===== src/rtl/collision_scanner_pkg.sv =====
`default_nettype none
// ============================================================================
// Module      : collision_scanner_pkg
// Description : Shared widths and the scanner state encoding for the
//               collision scanner slice. Positions are packed {x, y} with a
//               10-bit x and a 9-bit y; object sizes are 6 bits per axis.
// Optional    : COLLISION_SCANNER_SELF_SKIP_EN (used by the interface/top)
// Revision    : 1.0 - initial release
// ============================================================================
package collision_scanner_pkg;

    localparam int X_W    = 10;
    localparam int Y_W    = 9;
    localparam int POS_W  = X_W + Y_W;
    localparam int SIZE_W = 6;

    typedef enum logic [1:0] {
        ST_IDLE  = 2'd0,
        ST_READ  = 2'd1,
        ST_DRAIN = 2'd2,
        ST_DONE  = 2'd3
    } scan_state_t;

endpackage
`default_nettype wire


===== src/rtl/collision_scanner_if.sv =====
`default_nettype none
// ============================================================================
// Module      : collision_scanner_if
// Description : Bundle between the collision scanner and its environment
//               (game logic request/result side and object-table read port).
//   master : scanner side  - drives o_* (read strobe/address, status, results)
//   slave  : environment   - drives i_* (start, reference rect, table data)
// Optional    : COLLISION_SCANNER_SELF_SKIP_EN adds i_SelfIdx
// Revision    : 1.0 - initial release
// ============================================================================
interface collision_scanner_if #(
    parameter int NUM_OBJ = 16,
    parameter int IDX_W   = $clog2(NUM_OBJ)
);
    import collision_scanner_pkg::*;

    // Request from game logic
    logic                  i_Start;
    logic [POS_W-1:0]      i_RefPos;
    logic [SIZE_W-1:0]     i_RefWidth;
    logic [SIZE_W-1:0]     i_RefHeight;
`ifdef COLLISION_SCANNER_SELF_SKIP_EN
    logic [IDX_W-1:0]      i_SelfIdx;
`endif

    // Object table read port
    logic                  o_RdEn;
    logic [IDX_W-1:0]      o_RdAddr;
    logic [POS_W-1:0]      i_RdPos;
    logic [SIZE_W-1:0]     i_RdWidth;
    logic [SIZE_W-1:0]     i_RdHeight;
    logic                  i_RdActive;

    // Status and results
    logic                  o_Busy;
    logic                  o_Done;
    logic                  o_Hit;
    logic [IDX_W-1:0]      o_HitIdx;
    logic [IDX_W:0]        o_HitCount;

    modport master (
        input  i_Start, i_RefPos, i_RefWidth, i_RefHeight,
`ifdef COLLISION_SCANNER_SELF_SKIP_EN
        input  i_SelfIdx,
`endif
        input  i_RdPos, i_RdWidth, i_RdHeight, i_RdActive,
        output o_RdEn, o_RdAddr,
        output o_Busy, o_Done, o_Hit, o_HitIdx, o_HitCount
    );

    modport slave (
        output i_Start, i_RefPos, i_RefWidth, i_RefHeight,
`ifdef COLLISION_SCANNER_SELF_SKIP_EN
        output i_SelfIdx,
`endif
        output i_RdPos, i_RdWidth, i_RdHeight, i_RdActive,
        input  o_RdEn, o_RdAddr,
        input  o_Busy, o_Done, o_Hit, o_HitIdx, o_HitCount
    );

endinterface
`default_nettype wire


===== src/rtl/collision_scanner_rect_overlap.sv =====
`default_nettype none
// ============================================================================
// Module      : rect_overlap
// Description : Combinational strict overlap test of two axis-aligned
//               rectangles given as {x, y} position plus width/height.
//               Touching edges do not overlap; a zero extent on either
//               rectangle never overlaps. Far edges are formed one bit wider
//               than the coordinate so they never wrap.
//   i_a_pos/i_a_w/i_a_h : first rectangle
//   i_b_pos/i_b_w/i_b_h : second rectangle
//   o_overlap           : 1 when the interiors intersect
// Revision    : 1.0 - initial release
// ============================================================================
module rect_overlap
    import collision_scanner_pkg::*;
(
    input  logic [POS_W-1:0]  i_a_pos,
    input  logic [SIZE_W-1:0] i_a_w,
    input  logic [SIZE_W-1:0] i_a_h,
    input  logic [POS_W-1:0]  i_b_pos,
    input  logic [SIZE_W-1:0] i_b_w,
    input  logic [SIZE_W-1:0] i_b_h,
    output logic              o_overlap
);

    logic [X_W:0] w_ax, w_bx, w_ax_end, w_bx_end;
    logic [Y_W:0] w_ay, w_by, w_ay_end, w_by_end;
    logic         w_nonzero;

    assign w_ax = {1'b0, i_a_pos[POS_W-1 -: X_W]};
    assign w_bx = {1'b0, i_b_pos[POS_W-1 -: X_W]};
    assign w_ay = {1'b0, i_a_pos[Y_W-1:0]};
    assign w_by = {1'b0, i_b_pos[Y_W-1:0]};

    assign w_ax_end = w_ax + {{(X_W+1-SIZE_W){1'b0}}, i_a_w};
    assign w_bx_end = w_bx + {{(X_W+1-SIZE_W){1'b0}}, i_b_w};
    assign w_ay_end = w_ay + {{(Y_W+1-SIZE_W){1'b0}}, i_a_h};
    assign w_by_end = w_by + {{(Y_W+1-SIZE_W){1'b0}}, i_b_h};

    // The strict inequalities alone would let a zero-width rectangle lying
    // inside the other one pass, so zero extents are rejected explicitly.
    assign w_nonzero = (|i_a_w) & (|i_a_h) & (|i_b_w) & (|i_b_h);

    assign o_overlap = w_nonzero
                     & (w_ax < w_bx_end) & (w_bx < w_ax_end)
                     & (w_ay < w_by_end) & (w_by < w_ay_end);

endmodule
`default_nettype wire


===== src/rtl/collision_scanner.sv =====
`default_nettype none
// ============================================================================
// Module      : collision_scanner
// Description : Sweeps an object table with one synchronous read per cycle
//               and tests a latched reference rectangle against every entry
//               in a one-stage compare pipeline. Reports hit flag, lowest
//               hit index and hit count once per scan.
//   i_Clk    : system clock
//   i_Rst_n  : asynchronous active-low reset
//   bus      : collision_scanner_if.master (request, table port, results)
// Optional    : COLLISION_SCANNER_SELF_SKIP_EN - latch i_SelfIdx on start and
//               never count the entry at that index.
// Revision    : 1.0 - initial release
// ============================================================================
module collision_scanner
    import collision_scanner_pkg::*;
#(
    parameter int NUM_OBJ = 16,
    parameter int IDX_W   = $clog2(NUM_OBJ)
) (
    input  logic                i_Clk,
    input  logic                i_Rst_n,
    collision_scanner_if.master bus
);

    localparam logic [IDX_W-1:0] c_LAST_ADDR = IDX_W'(NUM_OBJ - 1);

    scan_state_t        r_state, w_state_nxt;
    logic               w_accept;
    logic               w_rd_en, w_busy, w_done;

    logic [IDX_W-1:0]   r_rd_addr;
    logic [POS_W-1:0]   r_ref_pos;
    logic [SIZE_W-1:0]  r_ref_w, r_ref_h;
`ifdef COLLISION_SCANNER_SELF_SKIP_EN
    logic [IDX_W-1:0]   r_self_idx;
`endif

    // Compare stage: tags the table data arriving this cycle
    logic               r_cmp_valid;
    logic [IDX_W-1:0]   r_cmp_idx;

    logic               r_acc_hit;
    logic [IDX_W-1:0]   r_acc_idx;
    logic [IDX_W:0]     r_acc_count;

    logic               r_hit;
    logic [IDX_W-1:0]   r_hit_idx;
    logic [IDX_W:0]     r_hit_count;

    logic               w_overlap, w_self, w_hit_now;
    logic               w_acc_hit_nxt;
    logic [IDX_W-1:0]   w_acc_idx_nxt;
    logic [IDX_W:0]     w_acc_count_nxt;

    // ------------------------------------------------------------------
    // FSM: state register
    // ------------------------------------------------------------------
    always_ff @(posedge i_Clk or negedge i_Rst_n) begin
        if (!i_Rst_n) r_state <= ST_IDLE;
        else          r_state <= w_state_nxt;
    end

    // ------------------------------------------------------------------
    // FSM: next state and control outputs
    // ------------------------------------------------------------------
    always_comb begin
        w_state_nxt = r_state;
        w_accept    = 1'b0;
        w_rd_en     = 1'b0;
        w_busy      = 1'b1;
        w_done      = 1'b0;
        case (r_state)
            ST_IDLE: begin
                w_busy = 1'b0;
                if (bus.i_Start) begin
                    w_accept    = 1'b1;
                    w_state_nxt = ST_READ;
                end
            end
            ST_READ: begin
                w_rd_en = 1'b1;
                if (r_rd_addr == c_LAST_ADDR) w_state_nxt = ST_DRAIN;
            end
            ST_DRAIN: w_state_nxt = ST_DONE;
            ST_DONE: begin
                w_done      = 1'b1;
                w_state_nxt = ST_IDLE;
            end
            default: begin
                w_busy      = 1'b0;
                w_state_nxt = ST_IDLE;
            end
        endcase
    end

    // ------------------------------------------------------------------
    // Compare stage
    // ------------------------------------------------------------------
    rect_overlap u_rect_overlap (
        .i_a_pos   (r_ref_pos),
        .i_a_w     (r_ref_w),
        .i_a_h     (r_ref_h),
        .i_b_pos   (bus.i_RdPos),
        .i_b_w     (bus.i_RdWidth),
        .i_b_h     (bus.i_RdHeight),
        .o_overlap (w_overlap)
    );

`ifdef COLLISION_SCANNER_SELF_SKIP_EN
    assign w_self = (r_cmp_idx == r_self_idx);
`else
    assign w_self = 1'b0;
`endif

    assign w_hit_now = r_cmp_valid & bus.i_RdActive & w_overlap & ~w_self;

    // Index is captured by the first hit only; addresses ascend, so the
    // first hit is also the lowest one.
    assign w_acc_hit_nxt   = r_acc_hit | w_hit_now;
    assign w_acc_idx_nxt   = (w_hit_now && !r_acc_hit) ? r_cmp_idx : r_acc_idx;
    assign w_acc_count_nxt = r_acc_count + {{IDX_W{1'b0}}, w_hit_now};

    // ------------------------------------------------------------------
    // Datapath registers
    // ------------------------------------------------------------------
    always_ff @(posedge i_Clk or negedge i_Rst_n) begin
        if (!i_Rst_n) begin
            r_rd_addr   <= '0;
            r_ref_pos   <= '0;
            r_ref_w     <= '0;
            r_ref_h     <= '0;
`ifdef COLLISION_SCANNER_SELF_SKIP_EN
            r_self_idx  <= '0;
`endif
            r_cmp_valid <= 1'b0;
            r_cmp_idx   <= '0;
            r_acc_hit   <= 1'b0;
            r_acc_idx   <= '0;
            r_acc_count <= '0;
            r_hit       <= 1'b0;
            r_hit_idx   <= '0;
            r_hit_count <= '0;
        end else begin
            r_cmp_valid <= w_rd_en;
            r_cmp_idx   <= r_rd_addr;

            if (w_accept) begin
                r_ref_pos   <= bus.i_RefPos;
                r_ref_w     <= bus.i_RefWidth;
                r_ref_h     <= bus.i_RefHeight;
`ifdef COLLISION_SCANNER_SELF_SKIP_EN
                r_self_idx  <= bus.i_SelfIdx;
`endif
                r_acc_hit   <= 1'b0;
                r_acc_idx   <= '0;
                r_acc_count <= '0;
            end else if (r_cmp_valid) begin
                r_acc_hit   <= w_acc_hit_nxt;
                r_acc_idx   <= w_acc_idx_nxt;
                r_acc_count <= w_acc_count_nxt;
            end

            // Address returns to 0 after the last read so a non power-of-two
            // table does not leave it at an out-of-range value.
            if (r_state == ST_READ) begin
                r_rd_addr <= (r_rd_addr == c_LAST_ADDR) ? '0
                                                        : r_rd_addr + IDX_W'(1);
            end

            // DRAIN carries the last compare; publish including it, so the
            // results change exactly on entry to DONE.
            if (r_state == ST_DRAIN) begin
                r_hit       <= w_acc_hit_nxt;
                r_hit_idx   <= w_acc_idx_nxt;
                r_hit_count <= w_acc_count_nxt;
            end
        end
    end

    assign bus.o_RdEn     = w_rd_en;
    assign bus.o_RdAddr   = r_rd_addr;
    assign bus.o_Busy     = w_busy;
    assign bus.o_Done     = w_done;
    assign bus.o_Hit      = r_hit;
    assign bus.o_HitIdx   = r_hit_idx;
    assign bus.o_HitCount = r_hit_count;

endmodule
`default_nettype wire


===== src/flat_wrapper.sv =====
// flat-port wrapper written by rule: the top's interface ports become plain ports
module collision_scanner_flat import collision_scanner_pkg::*;
#(
    parameter int NUM_OBJ = 16,
    parameter int IDX_W   = $clog2(NUM_OBJ)
)
  (i_Clk, i_Rst_n, bus_i_Start, bus_i_RefPos, bus_i_RefWidth, bus_i_RefHeight, bus_i_RdPos, bus_i_RdWidth, bus_i_RdHeight, bus_i_RdActive, bus_o_RdEn, bus_o_RdAddr, bus_o_Busy, bus_o_Done, bus_o_Hit, bus_o_HitIdx, bus_o_HitCount);
  collision_scanner_if #(.NUM_OBJ(NUM_OBJ), .IDX_W(IDX_W)) bus_i ();
  input  logic i_Clk;
  input  logic i_Rst_n;
  input wire logic [$bits(bus_i.i_Start)-1:0] bus_i_Start;
  input wire logic [$bits(bus_i.i_RefPos)-1:0] bus_i_RefPos;
  input wire logic [$bits(bus_i.i_RefWidth)-1:0] bus_i_RefWidth;
  input wire logic [$bits(bus_i.i_RefHeight)-1:0] bus_i_RefHeight;
  input wire logic [$bits(bus_i.i_RdPos)-1:0] bus_i_RdPos;
  input wire logic [$bits(bus_i.i_RdWidth)-1:0] bus_i_RdWidth;
  input wire logic [$bits(bus_i.i_RdHeight)-1:0] bus_i_RdHeight;
  input wire logic [$bits(bus_i.i_RdActive)-1:0] bus_i_RdActive;
  output wire logic [$bits(bus_i.o_RdEn)-1:0] bus_o_RdEn;
  output wire logic [$bits(bus_i.o_RdAddr)-1:0] bus_o_RdAddr;
  output wire logic [$bits(bus_i.o_Busy)-1:0] bus_o_Busy;
  output wire logic [$bits(bus_i.o_Done)-1:0] bus_o_Done;
  output wire logic [$bits(bus_i.o_Hit)-1:0] bus_o_Hit;
  output wire logic [$bits(bus_i.o_HitIdx)-1:0] bus_o_HitIdx;
  output wire logic [$bits(bus_i.o_HitCount)-1:0] bus_o_HitCount;
  assign bus_i.i_Start = bus_i_Start;
  assign bus_i.i_RefPos = bus_i_RefPos;
  assign bus_i.i_RefWidth = bus_i_RefWidth;
  assign bus_i.i_RefHeight = bus_i_RefHeight;
  assign bus_i.i_RdPos = bus_i_RdPos;
  assign bus_i.i_RdWidth = bus_i_RdWidth;
  assign bus_i.i_RdHeight = bus_i_RdHeight;
  assign bus_i.i_RdActive = bus_i_RdActive;
  assign bus_o_RdEn = bus_i.o_RdEn;
  assign bus_o_RdAddr = bus_i.o_RdAddr;
  assign bus_o_Busy = bus_i.o_Busy;
  assign bus_o_Done = bus_i.o_Done;
  assign bus_o_Hit = bus_i.o_Hit;
  assign bus_o_HitIdx = bus_i.o_HitIdx;
  assign bus_o_HitCount = bus_i.o_HitCount;
  collision_scanner #(.NUM_OBJ(NUM_OBJ), .IDX_W(IDX_W)) u_core (.i_Clk(i_Clk), .i_Rst_n(i_Rst_n), .bus(bus_i));
endmodule

===== config.mk =====
export PLATFORM = sky130hd
export DESIGN_NAME = collision_scanner_flat
export DESIGN_NICKNAME = d
export VERILOG_FILES = /design/src/rtl/collision_scanner_pkg.sv /design/src/rtl/collision_scanner_if.sv /design/src/rtl/collision_scanner_rect_overlap.sv /design/src/rtl/collision_scanner.sv /design/src/flat_wrapper.sv
export SDC_FILE = /design/constraint.sdc
export NUM_CORES = 1
export LEC_CHECK = 0
export BUFFER_PORTS_ARGS = -buffer_cell sky130_fd_sc_hd__buf_2
export CORE_ASPECT_RATIO = 0.8
export CORE_MARGIN = 3
export CORE_UTILIZATION = 40
export CTS_CLUSTER_DIAMETER = 150
export DETAILED_ROUTE_END_ITERATION = 7
export PLACE_DENSITY_LB_ADDON = 0.05
export SLEW_MARGIN = 20
export SYNTH_ARGS = -nofsm -noshare
export SYNTH_HDL_FRONTEND = slang
export SYNTH_SLANG_ARGS = --single-unit

===== constraint.sdc =====
create_clock -name i_Clk -period 5.2 [get_ports i_Clk]
set_input_delay 0.26 -clock i_Clk [delete_from_list [all_inputs] [get_ports i_Clk]]
set_output_delay 0.26 -clock i_Clk [all_outputs]
set_load 0.02 [all_outputs]

== After elaboration in Yosys (flattened, before gate mapping) ==
Index checks and enable logic that the tools add are counted.
Operators by class
  $add $sub $neg: 6
  $mul: 0
  div/mod/pow operators: 0
  order comparisons: 4
  equal/unequal tests: 6
  shift operators: 0
  mux-type cells: 16
  bitwise gates (word level): 10
  reductions and logical operators: 9
Operator list (count)
  6-bit OR reduction: 4
  10-bit by 6-bit adder with 11-bit output: 2
  10-bit by 11-bit less-than comparator with 1-bit output: 2
  9-bit by 6-bit adder with 10-bit output: 2
  9-bit by 10-bit less-than comparator with 1-bit output: 2
  4-bit 2-to-1 mux: 4
  5-bit 2-to-1 mux: 2
  1-bit AND: 9
  2-bit one-hot mux with 4 select lines: 1
  1-bit 2-to-1 mux: 7
  5-bit by 1-bit adder with 5-bit output: 1
  4-bit by 1-bit adder with 4-bit output (second input constant): 1
  2-bit == test (second input constant): 2
  4-bit == test (second input constant): 1
  2-bit 2-to-1 mux: 2
  2-bit inequality test (second input constant): 2
  2-bit by 1-bit == test with 1-bit output (second input constant): 1
  2-bit zero test: 1
  2-bit AND reduction: 1
  2-bit nonzero test: 1
  1-bit logical AND: 1
  1-bit zero test: 1
  1-bit OR: 1
Storage, ports and cells
  flip-flop bits (word level): 62
  latch bits: 0
  RAM bits: 0
  bits in read-only memories: 0
  output and inout port bits: 17
  word-level logic and storage cells: 64
  memories kept: 0

== Depth between registers and ports, before layout ==
Gate-level depths: netlist of the first run.
  word-level depth: 13
  gate-level depth with buffers: 21
  depth with buffers taken out: 21

== Modules after synthesis ==
Synthesis of the first run repeated with hierarchy kept, for this count alone.
Second synthesis, totals
  cells, all modules: 419
  area, all modules: 4576.9 µm²
Modules (own cells, without submodules)
  collision_scanner: instances 1, cells each 177, area an instance 2640.0 µm², seq. area each 1551.5 µm²
  rect_overlap: instances 1, cells each 242, area an instance 1936.9 µm², seq. area each 0.0 µm²

== Worst setup path after synthesis of the first run ==
No wires, ideal clock.
  kind: reg-to-reg
  start point: reg u_core.r_ref_h[0]
  end point: reg u_core.r_hit_count[4] (netlist: u_core.bus.o_HitCount[4])
  setup time: 0.077 ns
  arrival time: 3.840 ns
  required time: 5.123 ns
  path slack: 1.283 ns
  cell stages (with the launch flop): 22
  period minus slack after synthesis: 3.917 ns
  cells stage by stage: dfrtp_1 -> ha_1 -> inv_1 -> fa_1 -> nor2b_1 -> o21ai_0 -> nand2b_1 -> a21o_1 -> a21o_1 -> and3_1 -> xnor2_1 -> ha_1 -> and4_2 -> a221o_1 -> a31oi_4 -> o21bai_1 -> nor4b_1 -> ha_1 -> ha_1 -> nand3_1 -> xor2_1 -> a21oi_1
Between the ends
  longest elaborated chain between the ends: 10
  elaborated cells on any way between the ends: 12
  those cells by class: add/sub: 2; order compare: 1; bitwise: 8; reduce/logical: 1
RTL lines
  start: declaration: line collision_scanner.sv:34  | logic [SIZE_W-1:0] r_ref_w, r_ref_h;
  start signal: assignment: line collision_scanner.sv:151  | r_ref_h <= bus.i_RefHeight;
  parallel branches: the longest is 7 deep, another holds 9-bit by 6-bit adder with 10-bit output
  1-bit AND *: line collision_scanner_rect_overlap.sv:46  | & (w_ay < w_by_end) & (w_by < w_ay_end);
  1-bit AND *: line collision_scanner.sv:116  | assign w_hit_now = r_cmp_valid & bus.i_RdActive & w_overlap & ~w_self;
  5-bit by 1-bit adder with 5-bit output *: line collision_scanner.sv:122  | assign w_acc_count_nxt = r_acc_count + {{IDX_W{1'b0}}, w_hit_now};
  end signal: assignment: line collision_scanner.sv:176  | r_hit_count <= w_acc_count_nxt;
  end: declaration: line collision_scanner.sv:49  | logic [IDX_W:0] r_hit_count;
Every way passes the cells marked *.
A chain may end at the register's enable or synchronous reset.

== Final worst setup path of the first run ==
  start point: reg u_core.r_ref_pos[0]
  end point: reg u_core.r_hit_count[4] (netlist: u_core.bus.o_HitCount[4])
Between the ends
  longest elaborated chain between the ends: 5
  elaborated cells on any way between the ends: 7
  those cells by class: add/sub: 2; order compare: 2; bitwise: 3
RTL lines
  start: declaration: line collision_scanner.sv:33  | logic [POS_W-1:0] r_ref_pos;
  start signal: assignment: line collision_scanner.sv:149  | r_ref_pos <= bus.i_RefPos;
  9-bit by 6-bit adder with 10-bit output or 9-bit by 10-bit less-than comparator with 1-bit output (tied branches): line collision_scanner_rect_overlap.sv:37, collision_scanner_rect_overlap.sv:46
  9-bit by 10-bit less-than comparator with 1-bit output or 1-bit AND (tied branches): line collision_scanner_rect_overlap.sv:46
  1-bit AND *: line collision_scanner_rect_overlap.sv:46
  1-bit AND *: line collision_scanner.sv:116
  5-bit by 1-bit adder with 5-bit output *: line collision_scanner.sv:122
Mark *: on every way between the ends. The rest lies on a longest branch, timed or not.

==> results_dict.tcl, run 1 <==
set metrics [dict create \
    outcome "finished clean" \
    whs_ps 102 \
    io_buffers 82 \
    place_inst 641 \
    place.gp.congestion 0.836 \
    first_pass_iters 4 \
    period_needed_ps 4400 \
    rows 33 \
    yosysSeqAreaShare_pct 34.7 \
    end_kind "flip-flop" \
    setup_viol 0 \
    post-route-worst-setup-slack_ps 801 \
    synthDistinctLibCells 49 \
    via_per_inst 5.36 \
    max_cap_viol_count 0 \
    boundaryPins 83 \
    r2r_start "u_core.r_ref_pos[0]$_DFFE_PN0P_" \
    netlist_instances 429 \
    critical_path_class "flip-flop to flip-flop" \
    async_flop_share_pct 100 \
    vdd_drop_max_mv 0.253 \
    syn_area_sq_um 4470 \
    fp.dieW_um 124 \
    grt_max_degree 63 \
    regArea_sq_um 1550 \
    cts_hold_buf 0 \
    grt_overflow_total 0 \
    fin_nets 648 \
    antennaDiodeCount 0 \
    drt_iter0_markers 161 \
    wl_per_cell_um 16.1 \
    antenna_found_initial 0 \
    avgSynthCellArea_sq_um 10.4 \
    synthFlopType "dfrtp_1" \
    die_h_um 101 \
    cts_made_buffers 9 \
    cp_max_fo 4 \
    cp.arrival_ps 4570 \
    path_clk_slew_ps 60 \
    fin_cells 657 \
    synthToLayoutAreaGrowth_pct 18.9 \
    stdcell_area_sq_um 5320 \
    max_slew_margin_pct 33.5 \
    wl_um 10600 \
    worstMarginPinSlew_ps 997 \
    rsz0062_at_grt "no" \
    yosys_warnings 0 \
    period_share_pct 84.6 \
    synth_edf_count 0 \
    clock.fmax_ghz 0.227 \
    hold_violations 0 \
    coreArea_sq_um 10600 \
    ys_ff_latch 62 \
    postCtsSetupBuffers 0 \
    ant_nets 0 \
    grt_pass1_wl_um 17300 \
    num_vias 3524 \
    startpoint_type "flip-flop" \
    multiInputGateArea_sq_um 2790 \
    clock-root-buffer "clkbuf_16" \
    track_usage_pct 17.3 \
    layout-drive-gt1-share_pct 26.9 \
    hold_class "input port to asynchronous set/reset pin" \
    powerDensity_nw_per_um2 628 \
    fin_skew_ps 7.87 \
    grt_pass1_vias 3552 \
    initial_core_util_pct 42.3 \
    max-clock-path-buffers 2 \
    n_fill_cell 998 \
    placed_cell_area_sq_um 5020 \
    cts_max_level 3 \
    r2r_end "u_core.bus.o_HitCount[4]$_DFFE_PN0P_" \
    place_ws_ps 733 \
    route.detailed.drc 0 \
    cts-resized-gates 0 \
    slew_violations 0 \
    required_ps 5370 \
    finalSetupTns_ps 0 \
    cts_tree "yes" \
    die-area_sq_um 12500 \
    r2r_slack_ps 800 \
    detailed_place_hpwl_um 8230 \
    r2r_cells 21 \
    clk_latency_ps 330 \
    cts.sinks 62 \
    synth_nets 565 \
    p_leak_nw 2.55 \
]
## Yosys cell counts, types with 8 or more instances
cell type  instances  area share (%)
a21o_1            14             2.3
a21oi_1           25             2.8
clkbuf_1           8            0.67
dfrtp_1           62              35
ha_1              66              18
inv_1             22             1.8
mux2_2            33             8.3
nand2_1           14             1.2
nor2_1            19             1.6
o21ai_0           27             3.0
xnor2_1           13             2.5
xor2_1            22             4.3
## cell type report
| class | count | share of cell area (%) |
|---|---|---|
| repair buffers | 83 | 7.86 |
| well taps | 140 | 3.29 |
| multi-input cells | 334 | 52.5 |
| clock inverters | 6 | 1.15 |
| inverters | 22 | 1.55 |
| flip-flops and latches | 62 | 29.2 |
| clock buffers | 10 | 4.49 |
## layout by cell type, fill, tap and decap left out, drive strengths merged, types with 4 or more instances in the layout
cell     n
clkbuf  10
a211o    4
o221ai   5
xnor2   13
nand4    7
nor3     7
a31oi    4
a211oi   4
clkinv   4
a21oi   25
nor2    19
xor2    22
o21bai   7
a21o    14
or3      4
o211ai   5
and3     4
nor2b    5
dfrtp   62
nand3    7
o21ai   27
fa       4
nand2b   6
nand2   14
or4      5
inv     22
mux2    33
ha      66
buf     83
## through the flow
stage               power (mW)  utilization, %
floorplan                 2.29               -
global placement          2.69            47.5
detailed placement        2.75            47.5
CTS                       3.38            50.3
global route              3.67            50.3
finish                    3.34            50.3
## how the worst max path moves through the flow
stage / slack, ps / depth (start not counted) / end / start
after floorplan: 1280 / 21 / u_core.bus.o_HitCount[4]$_DFFE_PN0P_ / u_core.r_ref_h[0]$_DFFE_PN0P_
after global placement: 810 / 19 / u_core.bus.o_HitCount[4]$_DFFE_PN0P_ / bus_i_RdWidth[0]
after detailed placement: 730 / 19 / u_core.bus.o_HitCount[4]$_DFFE_PN0P_ / bus_i_RdWidth[0]
after CTS: 770 / 21 / u_core.bus.o_HitCount[4]$_DFFE_PN0P_ / u_core.r_ref_pos[0]$_DFFE_PN0P_
after global routing: 390 / 21 / u_core.bus.o_HitCount[4]$_DFFE_PN0P_ / u_core.r_ref_h[0]$_DFFE_PN0P_
final: 800 / 21 / u_core.bus.o_HitCount[4]$_DFFE_PN0P_ / u_core.r_ref_pos[0]$_DFFE_PN0P_
## power breakdown
| group | switching (mW) | internal (mW) |
|---|---|---|
| sequential | 0.224 | 0.694 |
| clock | 0.226 | 0.382 |
| combinational | 0.965 | 0.850 |
## cells by family after synthesis
group                      share of synthesized area, %
AOI/OAI and AO/OA                                  16.1
and+or+nand+nor                                    10.4
adders and majority gates                          20.3
DFF                                                34.7
xor gates and xnor gates                           6.85
muxes                                              8.76
buffers and inverters                              2.94
## critical path, cell delays in order (launching register included)
cell,delay [ps]
dfrtp_1,380
ha_1,210
inv_1,60
fa_1,410
nor2b_1,130
o21ai_0,80
nand2b_1,110
a21o_1,130
a21o_1,150
and3_1,180
xnor2_1,120
ha_1,260
and4_2,210
a221o_1,340
a31oi_4,200
o21bai_1,100
nor4b_1,330
ha_1,270
ha_1,240
nand3_1,100
xor2_1,140
a21oi_1,80
## per-layer routing
layer | share of wire, % | vias to the layer above | track usage, %
li1 | - | 1746 | -
met1 | 49 | 1679 | 23.3
met2 | 44 | 87 | 27.7
met3 | 5.1 | 12 | 4.98
met4 | 1.6 | 0 | 4.30
met5 | 0 | - | 0
## flip-flops by register name, indices dropped and copies added (netlist names)
register,count
u_core.bus.o_HitIdx,4
u_core.r_acc_hit,1
u_core.bus.o_RdAddr,4
u_core.r_cmp_idx,4
u_core.r_ref_pos,19
u_core.r_acc_count,5
u_core.r_acc_idx,4
u_core.r_ref_w,6
u_core.bus.o_Hit,1
u_core.r_cmp_valid,1
u_core.bus.o_HitCount,5
u_core.r_ref_h,6
u_core.r_state,2
Note: power is estimated with default switching activity, not from simulation.
==> run 2: changes to the inputs <==
ABC_AREA = 1   (was unset)
clock period = 3.7 ns   (was 5.2 ns; I/O delays follow)
==> run 2 against run 1 <==
  * Wire length is 4.7% higher
  * Die area increased by 1.8%
  * Highest routed layer unchanged
  * Worst setup slack got worse by 500 ps
  * Critical path type unchanged
==> results_dict.tcl, run 2 <==
set metrics [dict create \
    critical_path_class "flip-flop to flip-flop" \
    pwr-share-comb_pct 54.5 \
    cp.arrival_ps 3600 \
    wl_per_cell_um 13.5 \
    grt_max_degree 35 \
    grt_pass1_vias 3809 \
    vdd_drop_max_mv 0.438 \
    track_usage_pct 18.0 \
    r2r_start "u_core.r_ref_pos[2]$_DFFE_PN0P_" \
    outcome "finished clean" \
    place_ws_ps 51.1 \
    end_kind "flip-flop" \
    place_inst 800 \
    internal-power_mw 2.49 \
    place.gp.congestion 0.773 \
    top_regs "u_core.r_ref_pos x19, u_core.r_ref_h x6, u_core.r_ref_w x6" \
    route.detailed.drc 0 \
    clock.fmax_ghz 0.295 \
    worst_path_max_delay_cell "dfrtp_2" \
    required_ps 3910 \
    cp_num_cells 24 \
    async_flop_share_pct 100 \
    hold_end "u_core.r_ref_pos[8]$_DFFE_PN0P_" \
    synth.most_common_cell "nand2_1" \
    period_share_pct 91.8 \
    p_sw_mw 1.97 \
    rsz0062_at_grt "no" \
    yosys_warnings 0 \
    cts_tree "yes" \
    path_clk_slew_ps 50 \
    coreArea_sq_um 11000 \
    layout-drive-gt1-share_pct 20.0 \
    path_common_cell "nand2_1" \
    antenna_found_initial 0 \
    r2r_end "u_core.bus.o_HitCount[4]$_DFFE_PN0P_" \
    post-route-worst-setup-slack_ps 305 \
    p_leak_nw 3.01 \
    avgSynthCellArea_sq_um 7.90 \
    fin_nets 807 \
    top_register "u_core.r_ref_pos" \
    drt_iter0_markers 85 \
    final_util_pct 50.8 \
    hp-start "bus_i_RefPos[8]" \
    cts.sinks 62 \
    switching_share_pct 44.2 \
    wl_um 11000 \
    detailed_place_hpwl_um 8770 \
    io_buffers 82 \
    die_h_um 101 \
    hold_class "input port to flip-flop" \
    max_cap_viol_count 0 \
    clock-root-buffer "clkbuf_16" \
    hold_violations 0 \
    max-clock-path-buffers 2 \
    startpoint_type "flip-flop" \
    cts_made_buffers 9 \
    synthFlopType "dfrtp_1" \
    ys_ff_latch 62 \
    initial_core_util_pct 41.5 \
    cpPeakStageDelay_ps 440 \
    synthToLayoutAreaGrowth_pct 22.3 \
    layout_common_cells "nand2_1, buf_2, ha_1, dfrtp_1, inv_1" \
    fp.dieW_um 125 \
    ant_nets 0 \
    synth_nets 713 \
    synthDominantAreaCellType "dfrtp_1" \
    synthTopCellsByCount "nand2_1, ha_1, dfrtp_1, inv_1, nor2_1" \
    p_clk_share_pct 18.5 \
    via_per_inst 4.82 \
    largest_reg_flops 19 \
    finalSetupTns_ps 0 \
    seq_power_share_pct 27.0 \
    crit_chain "ha_4 -> a21oi_4 -> nand2_2 -> nand2_1 -> nand2_1 -> a21oi_2 -> xor2_1 -> ha_1 -> a21o_1 -> nor2_1 -> nand2_1 -> nand2_1 -> nand2_1 -> nand2_1 -> a21oi_1 -> buf_4 -> nor2_8 -> nand2_2 -> inv_1 -> ha_4 -> ha_4 -> nand3_1 -> xor2_1 -> o21ai_1" \
    rows 34 \
    setup_viol 0 \
    fin_skew_ps 6.27 \
    synth_edf_count 0 \
    worstMarginPinSlew_ps 706 \
    antennaDiodeCount 0 \
    netlist_instances 577 \
    synthDistinctLibCells 33 \
    first_pass_iters 4 \
    num_vias 3946 \
    syn_area_sq_um 4560 \
    powerDensity_nw_per_um2 801 \
    yosysSeqAreaShare_pct 34.0 \
    worstHoldPathCells 3 \
    grt_pass1_wl_um 18400 \
    max_slew_margin_pct 52.9 \
    grt_overflow_total 0 \
    layout_commonest_cell "nand2_1" \
    yosysTopAreaCellShare_pct 34.0 \
    slew_violations 0 \
    synth.area.top_cells "dfrtp_1, ha_1, nand2_1" \
    cts_max_level 3 \
    clk_latency_ps 330 \
    die-area_sq_um 12700 \
    period_needed_ps 3400 \
    fin_cells 819 \
    r2r_slack_ps 300 \
    cp_max_fo 4 \
    cp_top_family "adder cells" \
    boundaryPins 83 \
    critPathBufInv 2 \
    r2r_cells 24 \
]
==> run 2: area by class of cell <==
| cell class | instances | area (sq um) |
|---|---|---|
| clock buffers | 11 | 243 |
| clock inverters | 4 | 47.5 |
| fillers | 1128 | 5400 |
| inverters | 58 | 218 |
| multi-input cells | 448 | 2850 |
| flip-flops and latches | 62 | 1550 |
| well taps | 144 | 180 |
| repair buffers | 92 | 488 |
==> run 2: per-layer routing <==
metal	part of all wire [%]	GRT usage, %	vias to the layer above	routed length (um)
met3	3.8	4.01	9	420
li1	-	-	2059	-
met2	44	28.4	68	4900
met5	0	0	-	0
met1	51	25.5	1810	5630
met4	0.82	4.25	0	91
==> run 2: what timing repair did <==
action	4_1_cts	5_1_grt
setup buffers	0	3
gates resized for setup	0	20
endpoints found under the setup margin	0	8
endpoints found under the hold margin	28	0
hold buffers	1	0
==> run 2: cells by family after synthesis <==
logic type	synth area share, %
compound gates	8.02
xor+xnor	6.53
fa+ha+maj	19.9
buf+inv	5.52
flops	34.0
simple gates	26.0
==> run 2: power by group through the flow <==
stage	clock, mW	sequential, mW	combinational (mW)
2_1_floorplan	0	1.17	1.70
3_3_place_gp	0	1.21	2.23
3_5_place_dp	0	1.20	2.33
4_1_cts	0.852	1.20	2.34
5_1_grt	0.884	1.25	2.81
6_report	0.828	1.21	2.43
==> run 2: per-stage QoR <==
step | cell area, sq um | power (mW) | hold slack [ps]
finish | 5580 | 4.47 | 48.0
global route | 5580 | 4.95 | 53.1
CTS | 5460 | 4.39 | 40.1
detailed placement | 5160 | 3.53 | 276
global placement | 5160 | 3.44 | 278
floorplan | 4560 | 2.87 | -111
==> run 2: how the worst max path moves through the flow <==
stage / from / to / slack, ps
2_1_floorplan: u_core.r_ref_h[0]$_DFFE_PN0P_ / u_core.bus.o_HitCount[4]$_DFFE_PN0P_ / 290
3_5_place_dp: u_core.r_ref_h[0]$_DFFE_PN0P_ / u_core.bus.o_HitCount[4]$_DFFE_PN0P_ / 50
6_report: u_core.r_ref_pos[2]$_DFFE_PN0P_ / u_core.bus.o_HitCount[4]$_DFFE_PN0P_ / 300
5_1_grt: u_core.r_ref_pos[2]$_DFFE_PN0P_ / u_core.bus.o_HitCount[4]$_DFFE_PN0P_ / 40
4_1_cts: u_core.r_ref_h[0]$_DFFE_PN0P_ / u_core.bus.o_HitCount[4]$_DFFE_PN0P_ / 40
3_3_place_gp: u_core.r_ref_h[0]$_DFFE_PN0P_ / u_core.bus.o_HitCount[4]$_DFFE_PN0P_ / 150
==> run 2: worst register-to-register path, stage by stage, from the launching register on <==
cell and delay, ps:
dfrtp_2 440, ha_4 280, a21oi_4 140, nand2_2 80, nand2_1 60, nand2_1 70, a21oi_2 130, xor2_1 180
ha_1 270, a21o_1 190, nor2_1 90, nand2_1 70, nand2_1 60, nand2_1 50, nand2_1 50, a21oi_1 50
buf_4 150, nor2_8 100, nand2_2 70, inv_1 90, ha_4 150, ha_4 130, nand3_1 80, xor2_1 210
o21ai_1 90
